### src/rtl/ttl_addr_latch_scan_if.sv
// ---------------------------------------------------------------------------
// ttl_addr_latch_scan_if
//   Bus bundle for the addressable latch / scanning decoder.
//   Handshake: there is no valid/ready pair. The write controls (g_n, clr_n,
//   addr, d) are sampled on every rising clock edge. The outputs are either
//   registered or decoded from registers plus scan_en.
//   Signals:
//     addr      master->slave  latch address
//     d         master->slave  data bit for q[addr]
//     g_n       master->slave  active-low write enable
//     clr_n     master->slave  active-low clear / demux select
//     scan_en   master->slave  scan counter run enable
//     q         slave->master  latch bank contents
//     scan_addr slave->master  current scan position
//     scan_wrap slave->master  one-cycle pulse after scan_addr wraps to 0
//     y         slave->master  scan strobe (one-hot or one-cold)
//     q_sel     slave->master  q[scan_addr]
// ---------------------------------------------------------------------------
interface ttl_addr_latch_scan_if #(
   parameter int ADDR_W = 3
);
   localparam int N = 2 ** ADDR_W;

   logic [ADDR_W-1:0] addr;
   logic              d;
   logic              g_n;
   logic              clr_n;
   logic              scan_en;
   logic [N-1:0]      q;
   logic [ADDR_W-1:0] scan_addr;
   logic              scan_wrap;
   logic [N-1:0]      y;
   logic              q_sel;

   modport master (
      output addr, d, g_n, clr_n, scan_en,
      input  q, scan_addr, scan_wrap, y, q_sel
   );

   modport slave (
      input  addr, d, g_n, clr_n, scan_en,
      output q, scan_addr, scan_wrap, y, q_sel
   );
endinterface

### src/rtl/ttl_addr_latch_scan.sv
// ---------------------------------------------------------------------------
// ttl_addr_latch_scan
//   Clocked 74259-style addressable latch bank (2**ADDR_W bits) combined with
//   a 74138-style scanning decoder driven by a free-running scan counter.
//   Ports:
//     clk    in  rising-edge clock
//     reset  in  asynchronous active-high reset
//     bus    slave modport of ttl_addr_latch_scan_if (write controls in;
//            q, scan_addr, scan_wrap, y, q_sel out)
//   Parameters:
//     ADDR_W   address width, N = 2**ADDR_W latches
//     SCAN_DIV clocks per scan step (1 = advance every clock)
//     INVERT   1 = y active-low, 0 = y active-high
// ---------------------------------------------------------------------------
module ttl_addr_latch_scan #(
   parameter int ADDR_W   = 3,
   parameter int SCAN_DIV = 4,
   parameter int INVERT   = 0
) (
   input  logic                 clk,
   input  logic                 reset,
   ttl_addr_latch_scan_if.slave bus
);
   localparam int N     = 2 ** ADDR_W;
   // A one-bit divider is kept even for SCAN_DIV=1; it then simply stays 0.
   localparam int DIV_W = (SCAN_DIV > 1) ? $clog2(SCAN_DIV) : 1;
   localparam logic [DIV_W-1:0]  DIV_LAST = DIV_W'(SCAN_DIV - 1);
   localparam logic [ADDR_W-1:0] ADDR_LAST = ADDR_W'(N - 1);
   localparam logic [N-1:0]      ONE_N = {{(N-1){1'b0}}, 1'b1};

   logic [N-1:0]      r_q;
   logic [N-1:0]      w_q_next;
   logic [ADDR_W-1:0] r_scan_addr;
   logic [DIV_W-1:0]  r_div;
   logic              r_scan_wrap;
   logic [N-1:0]      w_strobe;
   logic [N-1:0]      w_y_act;

   // Latch bank next value, selected by the {g_n, clr_n} mode pair.
   always_comb begin
      w_q_next = r_q;
      case ({bus.g_n, bus.clr_n})
         2'b01: w_q_next[bus.addr] = bus.d;        // addressable latch
         2'b00: begin                              // demux
            w_q_next            = '0;
            w_q_next[bus.addr]  = bus.d;
         end
         2'b10: w_q_next = '0;                     // clear
         default: w_q_next = r_q;                  // memory
      endcase
   end

   always_ff @(posedge clk or posedge reset) begin
      if (reset) begin
         r_q <= '0;
      end else begin
         r_q <= w_q_next;
      end
   end

   // Scanner: divider and scan position. Disabling clears the divider so a
   // re-enable always waits a full SCAN_DIV clocks before the next step.
   always_ff @(posedge clk or posedge reset) begin
      if (reset) begin
         r_div       <= '0;
         r_scan_addr <= '0;
         r_scan_wrap <= 1'b0;
      end else if (!bus.scan_en) begin
         r_div       <= '0;
         r_scan_wrap <= 1'b0;
      end else if (r_div == DIV_LAST) begin
         r_div       <= '0;
         r_scan_addr <= r_scan_addr + ADDR_W'(1);
         r_scan_wrap <= (r_scan_addr == ADDR_LAST);
      end else begin
         r_div       <= r_div + DIV_W'(1);
         r_scan_wrap <= 1'b0;
      end
   end

   assign w_strobe = ONE_N << r_scan_addr;
   assign w_y_act  = bus.scan_en ? w_strobe : '0;

   assign bus.q         = r_q;
   assign bus.scan_addr = r_scan_addr;
   assign bus.scan_wrap = r_scan_wrap;
   assign bus.y         = (INVERT != 0) ? ~w_y_act : w_y_act;
   assign bus.q_sel     = r_q[r_scan_addr];
endmodule

### src/flat_wrapper.sv
// flat-port wrapper written by rule: the top's interface ports become plain ports
module ttl_addr_latch_scan_flat 
#(
   parameter int ADDR_W   = 3,
   parameter int SCAN_DIV = 4,
   parameter int INVERT   = 0
)
  (clk, reset, bus_addr, bus_d, bus_g_n, bus_clr_n, bus_scan_en, bus_q, bus_scan_addr, bus_scan_wrap, bus_y, bus_q_sel);
  ttl_addr_latch_scan_if #(.ADDR_W(ADDR_W)) bus_i ();
  input  logic clk;
  input  logic reset;
  input wire logic [$bits(bus_i.addr)-1:0] bus_addr;
  input wire logic [$bits(bus_i.d)-1:0] bus_d;
  input wire logic [$bits(bus_i.g_n)-1:0] bus_g_n;
  input wire logic [$bits(bus_i.clr_n)-1:0] bus_clr_n;
  input wire logic [$bits(bus_i.scan_en)-1:0] bus_scan_en;
  output wire logic [$bits(bus_i.q)-1:0] bus_q;
  output wire logic [$bits(bus_i.scan_addr)-1:0] bus_scan_addr;
  output wire logic [$bits(bus_i.scan_wrap)-1:0] bus_scan_wrap;
  output wire logic [$bits(bus_i.y)-1:0] bus_y;
  output wire logic [$bits(bus_i.q_sel)-1:0] bus_q_sel;
  assign bus_i.addr = bus_addr;
  assign bus_i.d = bus_d;
  assign bus_i.g_n = bus_g_n;
  assign bus_i.clr_n = bus_clr_n;
  assign bus_i.scan_en = bus_scan_en;
  assign bus_q = bus_i.q;
  assign bus_scan_addr = bus_i.scan_addr;
  assign bus_scan_wrap = bus_i.scan_wrap;
  assign bus_y = bus_i.y;
  assign bus_q_sel = bus_i.q_sel;
  ttl_addr_latch_scan #(.ADDR_W(ADDR_W), .SCAN_DIV(SCAN_DIV), .INVERT(INVERT)) u_core (.clk(clk), .reset(reset), .bus(bus_i));
endmodule
### config.mk
export PLATFORM = sky130hd
export DESIGN_NAME = ttl_addr_latch_scan_flat
export DESIGN_NICKNAME = d
export VERILOG_FILES = /design/src/rtl/ttl_addr_latch_scan_if.sv /design/src/rtl/ttl_addr_latch_scan.sv /design/src/flat_wrapper.sv
export SDC_FILE = /design/constraint.sdc
export NUM_CORES = 1
export LEC_CHECK = 0
export ABC_AREA = 1
export BUFFER_PORTS_ARGS = -buffer_cell sky130_fd_sc_hd__buf_2
export CAP_MARGIN = 20
export CORE_MARGIN = 8
export CORE_UTILIZATION = 42
export DETAILED_ROUTE_END_ITERATION = 12
export HOLD_SLACK_MARGIN = 0.06
export PLACE_DENSITY = 0.78
export SYNTH_ARGS = -nofsm -noshare
export SYNTH_HDL_FRONTEND = slang
export SYNTH_SLANG_ARGS = --single-unit
### constraint.sdc
create_clock -name clk -period 1.8 [get_ports clk]
set_input_delay 0.54 -clock clk [delete_from_list [all_inputs] [get_ports clk]]
set_output_delay 0.54 -clock clk [all_outputs]
set_load 0.02 [all_outputs]
### Word-level counts from Yosys, hierarchy flattened

Cells that the tools add are included.

* logic and storage cells: 30
* register bits: 14

* multiplexer cells: 11
* bitwise logic cells: 1
* add/sub/neg operators: 2
* shifts and indexed selects: 1
* order comparisons: 3
* equality and inequality tests: 4
* reductions and logical operators: 4

Operator list (count)
* 8-bit case mux with 3 select lines: 1
* 8-bit bitwise AND: 1
* 8-bit bitwise mux: 1
* 3-bit by 4-bit < comparator with 1-bit output (second input constant): 2
* 8-bit two-way mux: 1
* 1-bit by 3-bit << shifter with 8-bit output (first input constant): 1
* 2-bit equality test (second input constant): 2
* 1-bit two-way mux: 4
* 2-bit two-way mux: 2
* 3-bit by 1-bit adder with 3-bit output (second input constant): 1
* 1-bit binary-select mux with 3-bit select: 1
* 1-bit demux with 3-bit select: 1
* 3-bit equality test (second input constant): 1
* 3-bit by 1-bit greater-or-equal comparator with 1-bit output (second input constant): 1
* 3-bit nonzero test: 1
* 2-bit by 1-bit adder with 2-bit output (second input constant): 1
* 2-bit by 1-bit equality test with 1-bit output (second input constant): 1
* 2-bit zero test: 1
* 2-bit AND reduction: 1
* 1-bit logical AND: 1

### Depth between registers and ports, before layout

Gate-level depths: netlist (run 1).

* depth in word-level cells: 6
* gate-level depth with buffers: 6
* mapped depth without buffers: 6

### Least setup slack after synthesis (run 1)

Ideal clock, no wire load.

* path type: flip-flop to output port
* start: register u_core.r_scan_addr[0] (netlist: u_core.bus.scan_addr[0])
* end: output port bus_y[2]
* cell stages (with the launch flop): 5
* setup slack: -0.088 ns
* arrival time: 1.348 ns
* path buffers: 0
* cells stage by stage: dfrtp_1 -> inv_2 -> ha_1 -> inv_1 -> nor3_1

* longest elaborated chain between the ends: 2

Ends and longest elaborated chain
* start, declared: line ttl_addr_latch_scan.sv:33 `logic [ADDR_W-1:0] r_scan_addr;`
* start signal, assigned: line ttl_addr_latch_scan.sv:73 `r_scan_addr <= r_scan_addr + ADDR_W'(1);`
* 1-bit by 3-bit << shifter with 8-bit output: line ttl_addr_latch_scan.sv:81 `assign w_strobe = ONE_N << r_scan_addr;`
* 8-bit two-way mux: line ttl_addr_latch_scan.sv:82 `assign w_y_act = bus.scan_en ? w_strobe : '0;`
* end, declared: line flat_wrapper.sv:20 `output wire logic [$bits(bus_i.y)-1:0] bus_y;`

No other way between the ends.

### Worst setup path after layout (run 1)

* start: register u_core.r_scan_addr[1] (netlist: u_core.bus.scan_addr[1])
* end: output port bus_q_sel

* longest elaborated chain between the ends: 2

Ends and longest elaborated chain
* 1-bit binary-select mux with 3-bit select: line ttl_addr_latch_scan.sv:88 `assign bus.q_sel = r_q[r_scan_addr];`
* 1-bit two-way mux (not written as such): line ttl_addr_latch_scan.sv:88
* end, declared: line flat_wrapper.sv:21 `output wire logic [$bits(bus_i.q_sel)-1:0] bus_q_sel;`

No other way between the ends. The select of a mux whose other input is x is not followed.

==> run metrics, run 1 <==
status=complete, but fails checks; failing checks=setup timing; total number of vias=861; pin count of the biggest net entering global routing=15; GRT Util Overall=0.137; Mapped Area=837 µm²; Die Y=60.6 µm; multi-input logic area=499 µm²; sequential share of the synthesized area=0.419; antenna viol nets, final=0; I/O pins=30; filler cell count=188; clock sink count=14; Routed WL=2460 µm; synthesized area per cell=7.34 µm²; Worst Path Max Fanout=5; Hold-fix buffers, CTS=0; DRT iter0 DRCs=23; Area growth syn-to-layout=50.2%; GRT overflow=0; top-area cell type share of the netlist area=0.419; Max Slew Vio Count=0; startpoint types=flip-flop; DRC=0; die area=3680 µm²; Commonest cells post-synth=29 x nand2_1, 24 x inv_1, 14 x dfrtp_1, 11 x nand3_1, 8 x nor2_1; RSZ-0062 raised after global routing=true; Die W=60.6 µm; initial antenna violation count=0; final setup skew=2.49 ps; later-pin clock latency in the skew report=270 ps; Mapped Nets=130; Num CTS Buffers=3; number of setup violations in the final report=9; LEAKAGE=0.663 nW; Slew HR=0.659; peak supply drop=0.569 mV; Arr. time, crit path=1400 ps; share of cells above drive strength 1=0.461; H-tree levels=1; Pwr Total=1.60 mW; core area=1920 µm²; root buf cell=clkbuf_4; Final Util=0.654; fin worst setup slack=-138 ps; Slew @ Worst Pin=511 ps; Worst-path clk slew=80 ps; YS warnings=0; Wirelength per Cell=13.7 µm; Place WS=86.3 ps; I/O Buffers=29; largest cells by area after synthesis=dfrtp_1 42%, nand2_1 13%, inv_1 11%, ha_1 10%, nand3_1 6.6%; R2R setup slack=630 ps; Async SR Flop Fraction=1.00; Mapped Cells=114; vias in the first global route=906; HPWL Detailed=1710 µm; area leader, netlist=dfrtp_1; WS Path Type=flip-flop to output port; crit end category=output port; hold crit path type=input port to asynchronous set/reset pin; fin crit period=1940 ps; top-count cell post-synth=nand2_1; nets@finish=170; Fmax=516 MHz; Fin. Hold Viols=0; dominant synthesized flop cell=dfrtp_1; post-synthesis register bit count=14; Unique masters post-synth=16; routability cong.=0.792; ANT cells=0; CTS tree=done; DR pass1 iterations=4; placed cell count=169; CTS Buffer Depth=2; crit share post-route=1.08; Seq. cell area=354 µm²; max-cap viol count=0; Final Instance Count excl. Fillers=179; Post-synth EDFFs=0; FP Rows=16; initial core utilization=0.436; vias per cell=4.81; first-pass GRT wire length=3790 µm; Cell Pwr Density=1270 nW/µm²; CP Data Required Time=1260 ps
cells by family (layout without fill, tap and decap cells):
logic type	Yosys count	after routing	synth area share
AOI/OAI and AO/OA	10	10	0.0598
xor gates and xnor gates	1	1	0.0105
adders and majority gates	7	7	0.105
buffers and inverters	27	65	0.123
DFF	14	14	0.419
and+or+nand+nor	55	55	0.284
report_power, final:
| group | switching, mW | internal, mW | total (mW) | leakage, nW |
|---|---|---|---|---|
| clock | 0.0937 | 0.0774 | 0.171 | 0.0138 |
| combinational | 0.529 | 0.433 | 0.962 | 0.468 |
| sequential | 0.0989 | 0.364 | 0.463 | 0.181 |
layout by cell type, fill, tap and decap left out:
cell type  count
nand2_2        6
dfrtp_1       11
ha_2           1
nand2_1       23
dfrtp_2        3
inv_4          1
nor3_2         3
ha_1           1
nand2_4        1
nand3_1        8
xor2_1         1
nor2_1         8
inv_6          1
a21oi_1        1
nand3_2        3
inv_2          5
clkbuf_4       3
nor2_2         1
buf_4         10
inv_1         19
nor3_1         1
nor2_4         1
ha_4           5
o21ai_1        4
buf_2         20
buf_6          6
o21ai_0        5
what timing repair did:
action	in CTS	in global routing
setup endpoints to repair	9	9
endpoints found under the hold margin	0	0
resized for setup	36	11
setup buffers	5	2
pin swaps	11	8
per-stage QoR:
step	setup TNS (ps)	instance area, µm²	hold slack (ps)
2_1_floorplan	0	852	415
3_3_place_gp	0	1030	427
3_5_place_dp	0	1030	445
4_1_cts	-636	1200	288
5_1_grt	-1400	1260	301
6_report	-719	1260	282
layout make-up:
| class | count | share of cell area |
|---|---|---|
| Timing Repair Buffer | 36 | 0.193 |
| Multi-Input combinational cell | 73 | 0.397 |
| Sequential cell | 14 | 0.282 |
| Tap cell | 27 | 0.0269 |
| Clock buffer | 3 | 0.0179 |
| Inverter | 26 | 0.0836 |
worst max-delay path: stages, from the launching register on:
cell and delay, ps:
dfrtp_2 470, inv_4 120, buf_6 110, nand3_2 70, nand2_2 70, nand2_1 60
nand2_1 100, buf_6 120
routing by layer:
metal / global-route usage / share of wire
met1: 0.137 / 0.38
met2: 0.267 / 0.54
met3: 0.0381 / 0.068
met4: 0.0399 / 0.0049
met5: 0 / 0
final timing paths:
kind / from / end / cells after the start
max reg2reg: u_core.bus.scan_addr[0] / u_core.bus.scan_addr[2] / 3
min reg2reg: u_core.r_div[0] / u_core.r_div[0] / 1
min in group clk: u_core.r_div[0] / u_core.r_div[0] / 1
max in group asynchronous: reset / u_core.bus.scan_addr[0] / 2
max: u_core.bus.scan_addr[1] / bus_q_sel / 7
min: reset / asynchronous set/reset pin / 2
No activity file was read; power rests on OpenSTA's default activity.
==> run 2, diff against run 1 <==
--- a/config.mk
+++ b/config.mk
@@ -12,7 +12,8 @@
 export CORE_UTILIZATION = 42
 export DETAILED_ROUTE_END_ITERATION = 12
 export HOLD_SLACK_MARGIN = 0.06
-export PLACE_DENSITY = 0.78
+export PLACE_DENSITY = 0.68
+export SETUP_SLACK_MARGIN = 0.05
 export SYNTH_ARGS = -nofsm -noshare
 export SYNTH_HDL_FRONTEND = slang
 export SYNTH_SLANG_ARGS = --single-unit
==> run 2 against run 1 <==
The run still ends with setup timing left. Maximum frequency is 0.17% lower. Clock skew shrank 2.3 ps. Clock power grew 32%. Register-to-register slack is essentially flat. First-iteration DRC count increased by 4.3%. Via count is 2.1% lower. Combinational power up 0.7%. Sequential power increased by 0.9%.
==> run metrics, run 2 (synthesis results as in run 1) <==
routability cong.=0.839 (was 0.792); vias per cell=4.63 (was 4.81); WS Path Type=flip-flop to output port (unchanged); FP Rows=16 (unchanged); number of setup violations in the final report=9 (unchanged); clock sink count=14 (unchanged); clock power share=0.136 (was 0.107); Cell Pwr Density=1270 nW/µm² (about the same); Crit. Startpoint=u_core.bus.scan_addr[1] (unchanged); crit end category=output port (unchanged); pin count of the biggest net entering global routing=15 (unchanged); Sequential Power Share=0.281 (was 0.290); fin crit period=1940 ps (about the same); Final Util=0.680 (was 0.654); met2 usage=0.228 (was 0.267); crit share post-route=1.08 (about the same); Max stage delay cell, worst path=dfrtp_2 (unchanged); Worst-path clk slew=90 ps (was 80 ps); DRC=0 (unchanged); setup TNS=-680 ps (was -719 ps); CTS tree=done (unchanged); CTS Buffer Depth=2 (unchanged); Fin. Hold Viols=0 (unchanged); Sw Pwr=0.718 mW (was 0.721 mW); RSZ-0062 raised after global routing=true (unchanged); initial antenna violation count=0 (unchanged); fin worst setup slack=-142 ps (was -138 ps); root buf cell=clkbuf_4 (unchanged); global routing's busiest layer=met2 (unchanged); Sw Share=0.432 (was 0.452); Internal Pwr Total=0.945 mW (was 0.874 mW); ANT cells=0 (unchanged); H-tree levels=1 (unchanged); design area=1310 µm² (was 1260 µm²); die area=3680 µm² (unchanged); filler cell count=174 (was 188); Hold-fix buffers, CTS=0 (unchanged); Pwr Total=1.66 mW (was 1.60 mW); Place WS=76.3 ps (was 86.3 ps); Fmax=515 MHz (was 516 MHz); Wirelength per Cell=12.9 µm (was 13.7 µm); CP Data Required Time=1260 ps (about the same); R2R depth=5 (was 3); DR pass1 iterations=4 (unchanged); CP peak stage delay=470 ps (about the same); GRT Util Overall=0.134 (was 0.137); nets@finish=172 (was 170); max-cap viol count=0 (unchanged); Num CTS Buffers=3 (unchanged); Slew @ Worst Pin=533 ps (was 511 ps); peak supply drop=0.823 mV (was 0.569 mV); Routed WL=2350 µm (was 2460 µm); status=complete, but fails checks (unchanged); crit path cell chain=inv_4 > ha_2 > inv_1 > nor3_2 > buf_4 (was inv_4 > buf_6 > nand3_2 > nand2_2 > nand2_1 > nand2_1 > buf_6); placed instance area=1030 µm² (unchanged); Die Y=60.6 µm (unchanged); total number of vias=843 (was 861); I/O pins=30 (unchanged); Arr. time, crit path=1400 ps (about the same); GRT overflow=0 (unchanged); hold crit path type=input port to asynchronous set/reset pin (unchanged); first-pass GRT wire length=3750 µm (was 3790 µm); GR Util met3=0.0169 (was 0.0381); vias in the first global route=856 (was 906); failing checks=setup timing (unchanged); reg2reg start=u_core.bus.scan_addr[0] (unchanged); share of cells above drive strength 1=0.471 (was 0.461); I/O Buffers=29 (unchanged); M1 GR Usage=0.155 (was 0.137); commonest non-fill, non-tap cell in the layout=nand2_1 (unchanged); Area growth syn-to-layout=56.2% (was 50.2%); final setup skew=0.189 ps (was 2.49 ps); Gate power share=0.583 (was 0.603); Slew HR=0.644 (was 0.659); Worst Path Max Fanout=5 (unchanged); startpoint types=flip-flop (unchanged); most frequent cells in the layout=24 x nand2_1, 20 x buf_2, 19 x inv_1, 11 x dfrtp_1 (was 23 x nand2_1, 20 x buf_2, 19 x inv_1, 11 x dfrtp_1, 10 x buf_4); initial core utilization=0.436 (unchanged); Max Slew Vio Count=0 (unchanged); DRT iter0 DRCs=24 (was 23); core area=1920 µm² (unchanged); Die W=60.6 µm (unchanged); antenna viol nets, final=0 (unchanged); LEAKAGE=0.681 nW (was 0.663 nW); later-pin clock latency in the skew report=270 ps (about the same); HPWL Detailed=1620 µm (was 1710 µm)
[run 2: per-layer routing]
metal / vias to the layer above / routed length (µm) / share of wire
met1: 390 / 1050 / 0.45
li1: 432 / - / -
met3: 2 / 88 / 0.037
met2: 19 / 1180 / 0.50
met4: 0 / 27 / 0.011
met5: - / 0 / 0
[run 2: power groups by stage]
stage               clock [mW]  combinational, mW  sequential [mW]
finish                   0.226              0.969            0.467
CTS                      0.231              0.815            0.456
detailed placement           0              0.548            0.441
floorplan                    0              0.338            0.475
global placement             0              0.536            0.437
global route             0.246               1.06            0.476
[run 2: final timing paths]
| path | endpoint | slack (ps) |
|---|---|---|
| setup / recovery | bus_y[1] | -140 |
| hold / removal | asynchronous set/reset pin | 280 |
| setup reg to reg | u_core.bus.scan_wrap | 640 |
| hold reg to reg | u_core.r_div[0] | 440 |
| max in group asynchronous | u_core.bus.scan_addr[0] | 1130 |
| min in group clk | u_core.r_div[0] | 440 |
[run 2: critical path, delay by kind of cell, from the launching register on]
family,cells,cell delay (ps)
flip-flops,1,470
buffers and inverters,3,350
adder cells (fa/ha/maj),1,170
AND/OR/NAND/NOR,1,130
[run 2: per-stage QoR]
step | hold slack (ps) | instances
final | 284 | 182
after global routing | 338 | 182
after CTS | 300 | 180
after detailed placement | 428 | 169
after global placement | 426 | 169
after floorplan | 415 | 114
[run 2: layout make-up]
| cell class | instances | area (µm²) | area share |
|---|---|---|---|
| Inverter | 26 | 110 | 0.0842 |
| Timing Repair Buffer | 38 | 273 | 0.209 |
| Sequential cell | 14 | 354 | 0.271 |
| Clock buffer | 4 | 36.3 | 0.0278 |
| Tap cell | 27 | 33.8 | 0.0258 |
| Multi-Input combinational cell | 73 | 500 | 0.383 |
[run 2: repair_timing]
action | CTS | global route
pin swaps | 10 | 3
gates cloned | 0 | 0
setup buffers | 7 | 2
resized for setup | 33 | 21
endpoints found under the setup margin | 9 | 9
==> run 3, diff against run 2 <==
==> constraint.sdc (replaced) <==
create_clock -name clk -period 1.8 [get_ports clk]
set_input_delay 0.27 -clock clk [delete_from_list [all_inputs] [get_ports clk]]
set_output_delay 0.27 -clock clk [all_outputs]
set_load 0.05 [all_outputs]
==> run 3 against run 2 <==
The flow now finishes without violations. Design area fell by 11%. Worst setup slack improved by 230 ps. Sequential cell count did not move. Worst hold slack got worse by 76 ps. Sequential share of layout area rose by 3.3 points. Non-clock buffer count fell by 5. Maximum frequency rose by 13%. Sequential power fell by 2%. Largest power group unchanged.
==> run metrics, run 3 (synthesis results as in run 1) <==
H-tree levels=1 (unchanged); placed cell count=169 (unchanged); startpoint types=flip-flop (unchanged); initial antenna violation count=0 (unchanged); CTS tree=done (unchanged); global routing's busiest layer=met2 (unchanged); total number of vias=825 (was 843); GR Util met3=0.0106 (was 0.0169); DR pass1 iterations=4 (unchanged); Fmax=584 MHz (was 515 MHz); die area=3680 µm² (unchanged); core area=1920 µm² (unchanged); Area growth syn-to-layout=39.0% (was 56.2%); filler cell count=188 (was 174); met2 usage=0.202 (was 0.228); clock sink count=14 (unchanged); vias per cell=4.66 (was 4.63); share of cells above drive strength 1=0.333 (was 0.471); I/O Buffers=29 (unchanged); Pwr Total=1.56 mW (was 1.66 mW); routability cong.=0.818 (was 0.839); ANT cells=0 (unchanged); Die W=60.6 µm (unchanged); Place WS=289 ps (was 76.3 ps); RSZ-0062 raised after global routing=true (unchanged); Slew @ Worst Pin=507 ps (was 533 ps); root buf cell=clkbuf_4 (unchanged); Worst Path Max Fanout=6 (was 5); fin crit period=1710 ps (was 1940 ps); hold crit path type=input port to flip-flop (was input port to asynchronous set/reset pin); FP Rows=16 (unchanged); later-pin clock latency in the skew report=280 ps (was 270 ps); Routed WL=2040 µm (was 2350 µm); Final Util=0.605 (was 0.680); Die Y=60.6 µm (unchanged); Fin. Hold Viols=0 (unchanged); pin count of the biggest net entering global routing=15 (unchanged); CP Data Required Time=1530 ps (was 1260 ps); Slew HR=0.661 (was 0.644); Arr. time, crit path=1440 ps (was 1400 ps); Hold WS=209 ps (was 284 ps); DRC=0 (unchanged); WS Path Type=flip-flop to output port (unchanged); most frequent cells in the layout=29 x nand2_1, 23 x inv_1, 21 x buf_2, 11 x nand3_1, 11 x dfrtp_1 (was 24 x nand2_1, 20 x buf_2, 19 x inv_1, 11 x dfrtp_1); CTS Buffer Depth=2 (unchanged); Worst-path clk slew=70 ps (was 90 ps); antenna viol nets, final=0 (unchanged); crit end category=output port (unchanged); peak supply drop=0.622 mV (was 0.823 mV); initial core utilization=0.436 (unchanged); crit share post-route=0.952 (was 1.08); vias in the first global route=809 (was 856); final setup skew=1.42 ps (was 0.189 ps); M1 GR Usage=0.125 (was 0.155); commonest non-fill, non-tap cell in the layout=nand2_1 (unchanged); number of setup violations in the final report=0 (was 9); design area=1160 µm² (was 1310 µm²); placed instance area=1030 µm² (about the same); nets@finish=167 (was 172); max-cap viol count=0 (unchanged); setup TNS=0 ps (was -680 ps); LEAKAGE=0.651 nW (was 0.681 nW); Final Instance Count excl. Fillers=177 (was 182); I/O pins=30 (unchanged); first-pass GRT wire length=3250 µm (was 3750 µm); Max Slew Vio Count=0 (unchanged); Wirelength per Cell=11.5 µm (was 12.9 µm); GRT overflow=0 (unchanged); fin worst setup slack=86.4 ps (was -142 ps); status=completed (was complete, but fails checks); DRT iter0 DRCs=11 (was 24); Cell Pwr Density=1340 nW/µm² (was 1270 nW/µm²); Num CTS Buffers=3 (unchanged); HPWL Detailed=1630 µm (was 1620 µm); GRT Util Overall=0.118 (was 0.134)
[run 3: cell count changes in the layout (fill, tap and decap cells not counted), moves of 2 or more]
cell,before,now
buf_4,8,3
buf_6,10,6
ha_1,1,6
ha_4,5,1
inv_1,19,23
inv_4,3,1
nand2_1,24,29
nand2_2,5,1
[run 3: area by class of cell]
cell class	count	area [µm²]	share of cell area
multi-input combinational	73	417	0.358
sequential	14	354	0.304
timing repair buffer	33	233	0.200
inverter	26	100	0.0860
tap	27	33.8	0.0290
clock buffer	4	26.3	0.0226
[run 3: worst max-delay path, stage by stage (launching register included)]
cell     delay (ps)
dfrtp_2         480
buf_4           160
ha_1            190
inv_1           100
nor2_2           50
buf_4           180
[run 3: path summary, 6_finish.rpt]
check	startpoint	endpoint	slack, ps	cells after the start
hold reg to reg	u_core.r_div[0]	u_core.r_div[0]	450	1
max in group asynchronous	reset	u_core.bus.scan_addr[1]	870	3
hold / removal	bus_d	flip-flop	210	3
min in group asynchronous	reset	asynchronous set/reset pin	570	3
setup reg to reg	u_core.bus.scan_addr[0]	u_core.bus.scan_addr[2]	610	3
setup / recovery	u_core.bus.scan_addr[0]	bus_y[5]	90	5
[run 3: layer usage]
metal  wire length, µm  share of wire
met5                 0              0
met1               880           0.43
met2              1020           0.50
met3                72          0.035
met4                68          0.033
[run 3: timing repair]
action / in CTS / in global routing
hold endpoints to repair: 14 / 0
hold buffers: 1 / 0
buffers inserted: 2 / 1
endpoints found under the setup margin: 5 / 9
gates resized for setup: 5 / 18
pin swaps: 0 / 5
[run 3: power breakdown]
part	internal [mW]	total, mW	switching, mW
combinational	0.319	0.927	0.608
sequential	0.364	0.456	0.0917
clock	0.0862	0.180	0.0937
total	0.769	1.56	0.794
